`src/rtl/puf_challenge_driver.sv`:
```
// rtl/puf_challenge_driver.sv - arbiter PUF challenge initiator with repeated races and majority vote
module puf_challenge_driver #(
  parameter int N             = 128,
  parameter int SETTLE_CYCLES = 4,
  parameter int RACE_CYCLES   = 8,
  parameter int VOTES         = 5
) (
  input  logic         clk,
  input  logic         reset,
  input  logic         chal_valid,
  output logic         chal_ready,
  input  logic [N-1:0] chal_data,
  output logic         resp_valid,
  input  logic         resp_ready,
  output logic         resp_bit,
  output logic         resp_stable,
  output logic         busy,
  output logic [N-1:0] puf_sel,
  output logic         puf_in,
  output logic         puf_reset,
  input  logic         puf_out
);

  localparam int CW   = $clog2(VOTES + 1);
  localparam int TMAX = (SETTLE_CYCLES > RACE_CYCLES) ? SETTLE_CYCLES : RACE_CYCLES;
  localparam int TW   = $clog2(TMAX + 1);
  localparam logic [TW-1:0] SETTLE_LAST = TW'(SETTLE_CYCLES - 1);
  localparam logic [TW-1:0] RACE_LAST   = TW'(RACE_CYCLES - 1);
  localparam logic [CW-1:0] VOTES_C     = CW'(VOTES);
  localparam logic [CW-1:0] HALF_C      = CW'(VOTES / 2);

  typedef enum logic [2:0] {S_IDLE, S_CLEAR, S_RACE, S_SAMPLE, S_DONE} state_e;

  state_e        state_q, state_d;
  logic [N-1:0]  sel_q, sel_d;
  logic [TW-1:0] timer_q, timer_d;
  logic [CW-1:0] vote_q, vote_d;
  logic [CW-1:0] ones_q, ones_d;
  logic          sync1_q, sync1_d, sync2_q, sync2_d;
  logic          resp_valid_q, resp_valid_d;
  logic          resp_bit_q, resp_bit_d;
  logic          resp_stable_q, resp_stable_d;
  logic          busy_q, busy_d;
  logic          puf_in_q, puf_in_d;
  logic          puf_reset_q, puf_reset_d;

  always_comb begin
    state_d       = state_q;
    sel_d         = sel_q;
    timer_d       = timer_q;
    vote_d        = vote_q;
    ones_d        = ones_q;
    resp_valid_d  = resp_valid_q;
    resp_bit_d    = resp_bit_q;
    resp_stable_d = resp_stable_q;
    sync1_d       = puf_out;
    sync2_d       = sync1_q;
    case (state_q)
      S_IDLE: begin
        if (chal_valid) begin
          sel_d   = chal_data;
          vote_d  = '0;
          ones_d  = '0;
          timer_d = '0;
          state_d = S_CLEAR;
        end
      end
      S_CLEAR: begin
        if (timer_q == SETTLE_LAST) begin
          timer_d = '0;
          state_d = S_RACE;
        end else begin
          timer_d = timer_q + TW'(1);
        end
      end
      S_RACE: begin
        if (timer_q == RACE_LAST) begin
          timer_d = '0;
          state_d = S_SAMPLE;
        end else begin
          timer_d = timer_q + TW'(1);
        end
      end
      S_SAMPLE: begin
        ones_d  = ones_q + CW'(sync2_q);
        vote_d  = vote_q + CW'(1);
        timer_d = '0;
        state_d = (vote_d == VOTES_C) ? S_DONE : S_CLEAR;
      end
      S_DONE: begin
        // First DONE cycle loads the verdict; the handshake is only honoured once it is visible.
        if (!resp_valid_q) begin
          resp_valid_d  = 1'b1;
          resp_bit_d    = (ones_q > HALF_C);
          resp_stable_d = (ones_q == '0) || (ones_q == VOTES_C);
        end else if (resp_ready) begin
          resp_valid_d = 1'b0;
          state_d      = S_IDLE;
        end
      end
      default: state_d = S_IDLE;
    endcase
    busy_d      = (state_d != S_IDLE);
    puf_in_d    = (state_d == S_RACE) || (state_d == S_SAMPLE);
    puf_reset_d = !puf_in_d;
  end

  always_ff @(posedge clk or negedge reset) begin
    if (!reset) begin
      state_q       <= S_IDLE;
      sel_q         <= '0;
      timer_q       <= '0;
      vote_q        <= '0;
      ones_q        <= '0;
      sync1_q       <= 1'b0;
      sync2_q       <= 1'b0;
      resp_valid_q  <= 1'b0;
      resp_bit_q    <= 1'b0;
      resp_stable_q <= 1'b0;
      busy_q        <= 1'b0;
      puf_in_q      <= 1'b0;
      puf_reset_q   <= 1'b1;
    end else begin
      state_q       <= state_d;
      sel_q         <= sel_d;
      timer_q       <= timer_d;
      vote_q        <= vote_d;
      ones_q        <= ones_d;
      sync1_q       <= sync1_d;
      sync2_q       <= sync2_d;
      resp_valid_q  <= resp_valid_d;
      resp_bit_q    <= resp_bit_d;
      resp_stable_q <= resp_stable_d;
      busy_q        <= busy_d;
      puf_in_q      <= puf_in_d;
      puf_reset_q   <= puf_reset_d;
    end
  end

  assign chal_ready  = (state_q == S_IDLE);
  assign resp_valid  = resp_valid_q;
  assign resp_bit    = resp_bit_q;
  assign resp_stable = resp_stable_q;
  assign busy        = busy_q;
  assign puf_sel     = sel_q;
  assign puf_in      = puf_in_q;
  assign puf_reset   = puf_reset_q;

endmodule

```
`config.mk`:
```
export PLATFORM = sky130hd
export DESIGN_NAME = puf_challenge_driver
export DESIGN_NICKNAME = d
export VERILOG_FILES = /design/src/rtl/puf_challenge_driver.sv
export SDC_FILE = /design/constraint.sdc
export NUM_CORES = 1
export LEC_CHECK = 0
export ABC_CLOCK_PERIOD_IN_PS = 1900
export BUFFER_PORTS_ARGS = -buffer_cell sky130_fd_sc_hd__buf_2
export CAP_MARGIN = 0
export CORE_ASPECT_RATIO = 0.75
export CORE_MARGIN = 2
export CORE_UTILIZATION = 46
export DETAILED_ROUTE_END_ITERATION = 8
export PLACE_DENSITY_LB_ADDON = 0.2
export SETUP_SLACK_MARGIN = 0.02
export SLEW_MARGIN = 10
export SYNTH_ARGS = -nofsm -noshare
export SYNTH_HDL_FRONTEND = slang
export SYNTH_SLANG_ARGS = --single-unit
export TNS_END_PERCENT = 30
```
`constraint.sdc`:
```
create_clock -name clk -period 1.9 [get_ports clk]
set_input_delay 0.38 -clock clk [delete_from_list [all_inputs] [get_ports clk]]
set_output_delay 0.38 -clock clk [all_outputs]
set_load 0.03 [all_outputs]
```
; ---- After elaboration in Yosys (flattened, before gate mapping)
; Cells that the tools add are included.
[totals]
wordCells = 57
reg_bits = 149
[classes]
reduce_logical = 12
bitwise = 1
addsub = 3
muxes = 16
n_eq_ne = 11
order_cmp = 1
[op_table]
columns = op, count
row1 = 2-to-1 mux 3 bit, 7
row2 = case mux 4 bit (4 select lines), 1
row3 = case mux 3 bit (5 select lines), 1
row4 = "equality test 3 x 2 -> 1 bit, second input constant", 4
row5 = 2-to-1 mux 4 bit, 3
row6 = case mux 3 bit (2 select lines), 2
row7 = "equality test 3 bit, second input constant", 3
row8 = AND reduction 2 bit, 4
row9 = logical NOT 3 bit, 2
row10 = "adder 4 x 1 -> 4 bit, second input constant", 1
row11 = "equality test 4 x 2 -> 1 bit, second input constant", 1
row12 = "equality test 4 x 3 -> 1 bit, second input constant", 1
row13 = nonzero test 4 bit, 1
row14 = adder 3 x 1 -> 3 bit, 1
row15 = "adder 3 x 1 -> 3 bit, second input constant", 1
row16 = "equality test 3 x 1 -> 1 bit, second input constant", 1
row17 = "greater-than comparator 3 x 2 -> 1 bit, second input constant", 1
row18 = nonzero test 3 bit, 1
row19 = logical OR 1 bit, 2
row20 = 2-to-1 mux 1 bit, 2
row21 = "inequality test 2 bit, second input constant", 1
row22 = nonzero test 2 bit, 1
row23 = logical NOT 1 bit, 1
row24 = NOT 1 bit, 1

; ---- Depth between registers and ports, before layout
; Gate-level depths: netlist of the first run.
[logic_depth]
word_depth = 7
mapped_depth = 6
depth_no_buf = 5

; ---- Least setup slack after synthesis of the first run
; No wires, ideal clock.
[synth_timing]
kind = reg-to-output
startpoint = register state_q[0]
endpoint = output chal_ready
n_path_buf = 1
arrival_time_ns = 1.264
setup_slack_ns = 0.256
required_time_ns = 1.520
stages_incl_launch_ff = 3
cell_sequence = dfrtp_1 -> buf_2 -> nor3_1
[synth_between]
elab_chain_cells = 1
[synth_rtl]
columns = element, line_no
row1 = "start, declared", 34  ; state_e state_q, state_d;
row2 = "start signal, assigned", 124  ; state_q <= state_d;
row3 = logical NOT 3 bit, 140  ; assign chal_ready = (state_q == S_IDLE);
row4 = "end, declared", 11  ; output logic chal_ready,
; Every way passes these cells.

; ---- Worst setup path after layout of the first run
; Ends and elaborated chain as after synthesis.

==> results of run 1 <==
==> sequential cells by signal (all words and copies together) (netlist names) <==
register,flops
puf_sel,128
timer_q,4
ones_q,3
state_q,3
vote_q,3
busy,1
puf_in,1
puf_reset,1
resp_bit,1
resp_stable,1
resp_valid,1
sync1_q,1
sync2_q,1
==> cells in the final DEF, fill, tap and decap left out, types with 3 or more instances in the layout <==
master and instances:
a21oi_1 5, buf_12 11, buf_2 266, buf_4 9, clkbuf_16 17, clkinvlp_4 3, dfrtp_1 148, ha_1 5
inv_1 5, inv_6 4, mux2_1 66, mux2_2 63, nand2_1 15, nand2b_1 3, nor2_1 8, o21ai_0 11
o31ai_1 3
==> critical path, delay by kind of cell, from the launching register on <==
kind	cells	cell delay (ns)
buf+inv	2	0.40
flops	1	0.41
simple gates	1	0.18
==> report_power, final <==
| group | total (uW) | switching (uW) | internal, uW | leakage [uW] |
|---|---|---|---|---|
| registers | 5450 | 745 | 4710 | 0.00178 |
| logic | 7590 | 4790 | 2790 | 0.00191 |
| clock network | 3350 | 1330 | 2020 | 0.000287 |
| total | 16400 | 6870 | 9520 | 0.00397 |
==> routing by layer <==
| metal | GRT usage, % | part of all wire (%) | vias to the layer above |
|---|---|---|---|
| li1 | - | - | 1881 |
| met1 | 23.6 | 40 | 1979 |
| met2 | 35.2 | 51 | 150 |
| met3 | 6.99 | 7.9 | 14 |
| met4 | 7.20 | 1.2 | 0 |
| met5 | 0 | 0 | - |
==> stage by stage <==
step | hold WS [ns] | worst slack (ns) | power, uW | area (um2) | util, %
floorplan | 0.0844 | 0.256 | 10600 | 5750 | -
global placement | 0.226 | 0.166 | 12900 | 7480 | 61.2
detailed placement | 0.229 | 0.125 | 13200 | 7480 | 61.2
CTS | 0.0680 | 0.101 | 16600 | 8090 | 66.2
global route | 0.0641 | 0.0335 | 17300 | 8090 | 66.2
finish | 0.0882 | 0.126 | 16400 | 8090 | 66.2
==> cell families after synthesis <==
kind of cell | synth area share, %
flip-flops | 64.9
AO/OA/AOI/OAI | 2.66
adder cells (fa/ha/maj) | 1.09
AND/OR/NAND/NOR | 3.44
multiplexers | 25.3
XOR/XNOR | 0.457
buffers and inverters | 2.18
==> final cells by class <==
cell class | instances | area [um2]
Clock inverter | 13 | 145
Sequential cell | 149 | 3730
Multi-Input combinational cell | 199 | 1890
Clock buffer | 19 | 453
Timing Repair Buffer | 288 | 1640
Fill cell | 945 | 4130
Inverter | 5 | 18.8
Tap cell | 166 | 208
==> how the worst min path moves through the flow <==
stage	startpoint	endpoint	slack [ns]	cells past startpoint
after CTS	puf_out	sync1_q	0.07	1
after global placement	reset	puf_sel[8]	0.23	1
after global routing	puf_out	sync1_q	0.06	1
after detailed placement	reset	puf_sel[8]	0.23	1
after floorplan	reset	busy	0.08	0
final	puf_out	sync1_q	0.09	1
==> impl_metrics.json, run 1 <==
{
  "rr_startpoint": "state_q[0]",
  "final.period_utilization_pct": 93.4,
  "cp_data_arrival_time_ns": 1.39,
  "grt_pass1_wl_mm": 20.8,
  "clock-skew-final_ns": 0.00597,
  "r2r-end": "puf_sel[49]",
  "required_ns": 1.52,
  "vdd_drop_max_mv": 1.16,
  "p_leak_uw": 0.00397,
  "relSlewSlack_pct": 59.6,
  "nNetsFinal": 798,
  "rsz0062_at_grt": "false",
  "yosysMostFrequentCell": "dfrtp_1",
  "overflow": 0,
  "first_iter_violations": 131,
  "gp_congestion": 0.850,
  "io_buffers": 267,
  "cts_setup_buffers": 0,
  "dp_hpwl_mm": 10.0,
  "die_h_um": 101,
  "min_path_type": "input pin to flip-flop",
  "cts_tree": "yes",
  "clk_latency_ns": 0.40,
  "num_vias": 4024,
  "die_area_mm2": 0.0134,
  "slew_violations": 0,
  "slowest_stage": "dfrtp_1",
  "status": "completed",
  "powerDensity_mw_per_mm2": 2030,
  "stdcell_count": 839,
  "cts_root_buffer": "clkbuf_16",
  "grt_max_degree": 67,
  "first_pass_iters": 4,
  "cp-end-kind": "output port",
  "critPathKind": "flip-flop to output port",
  "clkTransAtPathRegs_ns": 0.06,
  "r2r_slack_ns": 0.14,
  "path_cells": "buf_4, nor3_1, buf_2",
  "hold_buffers": 1,
  "core_mm2": 0.0122,
  "synth-seq-cells": 149,
  "yosys.cell_types.count": 31,
  "synth_flop_cell": "dfrtp_1",
  "cts_sinks": 149,
  "avgSynthCellArea_um2": 15.5,
  "netlist_instances": 371,
  "cts_buffers": 17,
  "synth_top_area_share_pct": 64.4,
  "grt_usage_pct": 20.2,
  "ios": 268,
  "synth_edf_count": 0,
  "synthTopCellsByArea": "dfrtp_1 64%, mux2_1 13%, mux2_2 12%",
  "viasPerCell": 4.80,
  "initial_core_util_pct": 47.0,
  "fp.dieW_um": 133,
  "period_minus_slack_ns": 1.77,
  "rows": 35,
  "fmax_mhz": 564,
  "startpoint": "state_q[0]",
  "ys_seq_area_share_pct": 64.9,
  "ant_nets": 0,
  "reg2reg_depth": 4,
  "drive_gt1_share_pct": 57.2,
  "cts_buffer_depth": 2,
  "fin_setup_tns_ns": 0,
  "route.detailed.drc": 0,
  "post_drt_wl_per_cell_um": 15.7,
  "ctsResizeCount": 0,
  "antenna_cells": 0,
  "antenna_found_initial": 0,
  "synth_nets": 509,
  "grt_pass1_vias": 4127,
  "startpoint_type": "flip-flop",
  "syn2layout_area_growth_pct": 40.7,
  "finalHoldViolations": 0,
  "crit_end": "chal_ready",
  "h-tree-depth": 4,
  "drt-total-wl_mm": 13.2,
  "setup_violations": 0,
  "yosys.area.top_type": "dfrtp_1",
  "cpPeakStageDelay_ns": 0.41,
  "synthesis.area_mm2": 0.00575,
  "synth_common_cells": "148 x dfrtp_1, 66 x mux2_1, 63 x mux2_2",
  "ys_async_sr_fraction_pct": 100,
  "yosys_warnings": 0,
  "worst_pin_slew_ns": 0.602,
  "dpl.cell_count": 806,
  "maxCapViolations": 0,
  "cp_max_fo": 10
}
Power figures use the tool's default switching activity.
==> run 2: changes to the inputs <==
--- a/config.mk
+++ b/config.mk
@@ -8,9 +8,11 @@
 export ABC_CLOCK_PERIOD_IN_PS = 1900
 export BUFFER_PORTS_ARGS = -buffer_cell sky130_fd_sc_hd__buf_2
 export CAP_MARGIN = 0
+export CELL_PAD_IN_SITES_DETAIL_PLACEMENT = 1
+export CELL_PAD_IN_SITES_GLOBAL_PLACEMENT = 2
 export CORE_ASPECT_RATIO = 0.75
 export CORE_MARGIN = 2
-export CORE_UTILIZATION = 46
+export CORE_UTILIZATION = 30
 export DETAILED_ROUTE_END_ITERATION = 8
 export PLACE_DENSITY_LB_ADDON = 0.2
 export SETUP_SLACK_MARGIN = 0.02
==> impl_metrics.json, run 2 (synthesis results as in run 1) <==
{
  "status": "completed",
  "grt_pass1_wl_mm": 23.9,
  "stdcell_count": 917,
  "ant_nets": 0,
  "final_common_cell": "buf_2",
  "holdCritStartpoint": "puf_out",
  "finalHoldViolations": 0,
  "clk_latency_ns": 0.41,
  "grt_usage_pct": 15.5,
  "core_mm2": 0.0186,
  "dpl.cell_count": 882,
  "viasPerCell": 4.48,
  "largest_register_ffs": 128,
  "worst_pin_slew_ns": 0.360,
  "utilization_pct": 43.4,
  "final.period_utilization_pct": 93.9,
  "met3_usage_pct": 8.26,
  "h-tree-depth": 4,
  "path_buf_inv": 2,
  "dp_hpwl_mm": 11.6,
  "required_ns": 1.52,
  "r2r_slack_ns": 0.22,
  "num_vias": 4104,
  "syn2layout_area_growth_pct": 40.6,
  "path_cells": "buf_4, nor3_1, buf_2",
  "cts_tree": "yes",
  "gp_congestion": 0.742,
  "cp_data_arrival_time_ns": 1.40,
  "fmax_mhz": 560,
  "startpoint_type": "flip-flop",
  "vdd_drop_max_mv": 0.858,
  "hold_depth": 1,
  "min_to": "sync1_q",
  "min_path_type": "input pin to flip-flop",
  "crit_family": "buffers and inverters",
  "setup_violations": 0,
  "grt_use_met2_pct": 23.9,
  "p_leak_uw": 0.00393,
  "slowest_stage": "dfrtp_1",
  "clkTransAtPathRegs_ns": 0.06,
  "drt-total-wl_mm": 15.1,
  "place_area_mm2": 0.00747,
  "first_iter_violations": 120,
  "busiest_layer": "met2",
  "maxCapViolations": 0,
  "die_area_mm2": 0.0203,
  "cp-end-kind": "output port",
  "clock-skew-final_ns": 0.00969,
  "cts_buffer_depth": 2,
  "powerDensity_mw_per_mm2": 2010,
  "grt_pass1_vias": 4512,
  "r2r-end": "puf_sel[71]",
  "cts_root_buffer": "clkbuf_16",
  "cpPeakStageDelay_ns": 0.41,
  "critPathKind": "flip-flop to output port",
  "reg2reg_depth": 4,
  "route.detailed.drc": 0,
  "rsz0062_at_grt": "true",
  "fin_setup_tns_ns": 0,
  "overflow": 0,
  "cp_max_fo": 10,
  "final_cell_mix": "266 x buf_2, 148 x dfrtp_1, 66 x mux2_1",
  "rows": 43,
  "cts_sinks": 149,
  "ctsResizeCount": 0,
  "final_cell_area_mm2": 0.00808,
  "io_buffers": 267,
  "holdWs_ns": 0.0872,
  "first_pass_iters": 4,
  "fp.dieW_um": 164,
  "rr_startpoint": "state_q[2]",
  "drive_gt1_share_pct": 56.8,
  "nFillCells": 2034,
  "initial_core_util_pct": 30.9,
  "relSlewSlack_pct": 76.0,
  "post_drt_wl_per_cell_um": 16.5,
  "period_minus_slack_ns": 1.78,
  "ios": 268,
  "grt_max_degree": 48,
  "die_h_um": 124,
  "nNetsFinal": 794,
  "cts_buffers": 17,
  "slew_violations": 0,
  "met1_usage_pct": 18.6,
  "antenna_found_initial": 1
}
-- run 2: worst max-delay path by stage --
stage                    start     endpoint  slack (ns)  cells after the start
floorplan           state_q[0]   chal_ready        0.26                      2
global placement    chal_valid  puf_sel[74]        0.19                      5
detailed placement  state_q[0]  puf_sel[57]        0.16                      4
CTS                 state_q[0]   chal_ready        0.07                      3
global route        state_q[0]   chal_ready        0.02                      3
finish              state_q[0]   chal_ready        0.12                      3
-- run 2: through the flow --
| step | total power (uW) | setup slack (ns) |
|---|---|---|
| 2_1_floorplan | 10600 | 0.256 |
| 3_3_place_gp | 12900 | 0.195 |
| 3_5_place_dp | 13100 | 0.165 |
| 4_1_cts | 16500 | 0.0712 |
| 5_1_grt | 17300 | 0.0178 |
| 6_report | 16300 | 0.115 |
-- run 2: layout make-up --
class | count | area, um2 | share of cell area (%)
flip-flops and latches | 149 | 3730 | 46.2
multi-input cells | 199 | 1890 | 23.4
repair buffers | 284 | 1540 | 19.0
clock buffers | 21 | 470 | 5.82
well taps | 247 | 309 | 3.83
clock inverters | 11 | 121 | 1.50
inverters | 5 | 18.8 | 0.232
diodes | 1 | 2.50 | 0.0310
-- run 2: what timing repair did --
| action | 4_1_cts | 5_1_grt |
|---|---|---|
| hold buffers | 1 | 0 |
| hold endpoints to repair | 30 | 0 |
| endpoints found under the setup margin | 0 | 2 |
| setup buffers | 0 | 1 |
-- run 2: power by group --
group / internal, uW / leakage, uW / switching (uW) / total (uW)
sequential: 4710 / 0.00178 / 746 / 5460
clock: 2040 / 0.000290 / 1310 / 3350
combinational: 2630 / 0.00186 / 4830 / 7470
-- run 2: layer usage --
layer / wire length (um) / up-vias
met5: 0 / -
met4: 210 / 0
met3: 1800 / 14
met2: 6810 / 173
met1: 6280 / 2037
li1: - / 1880
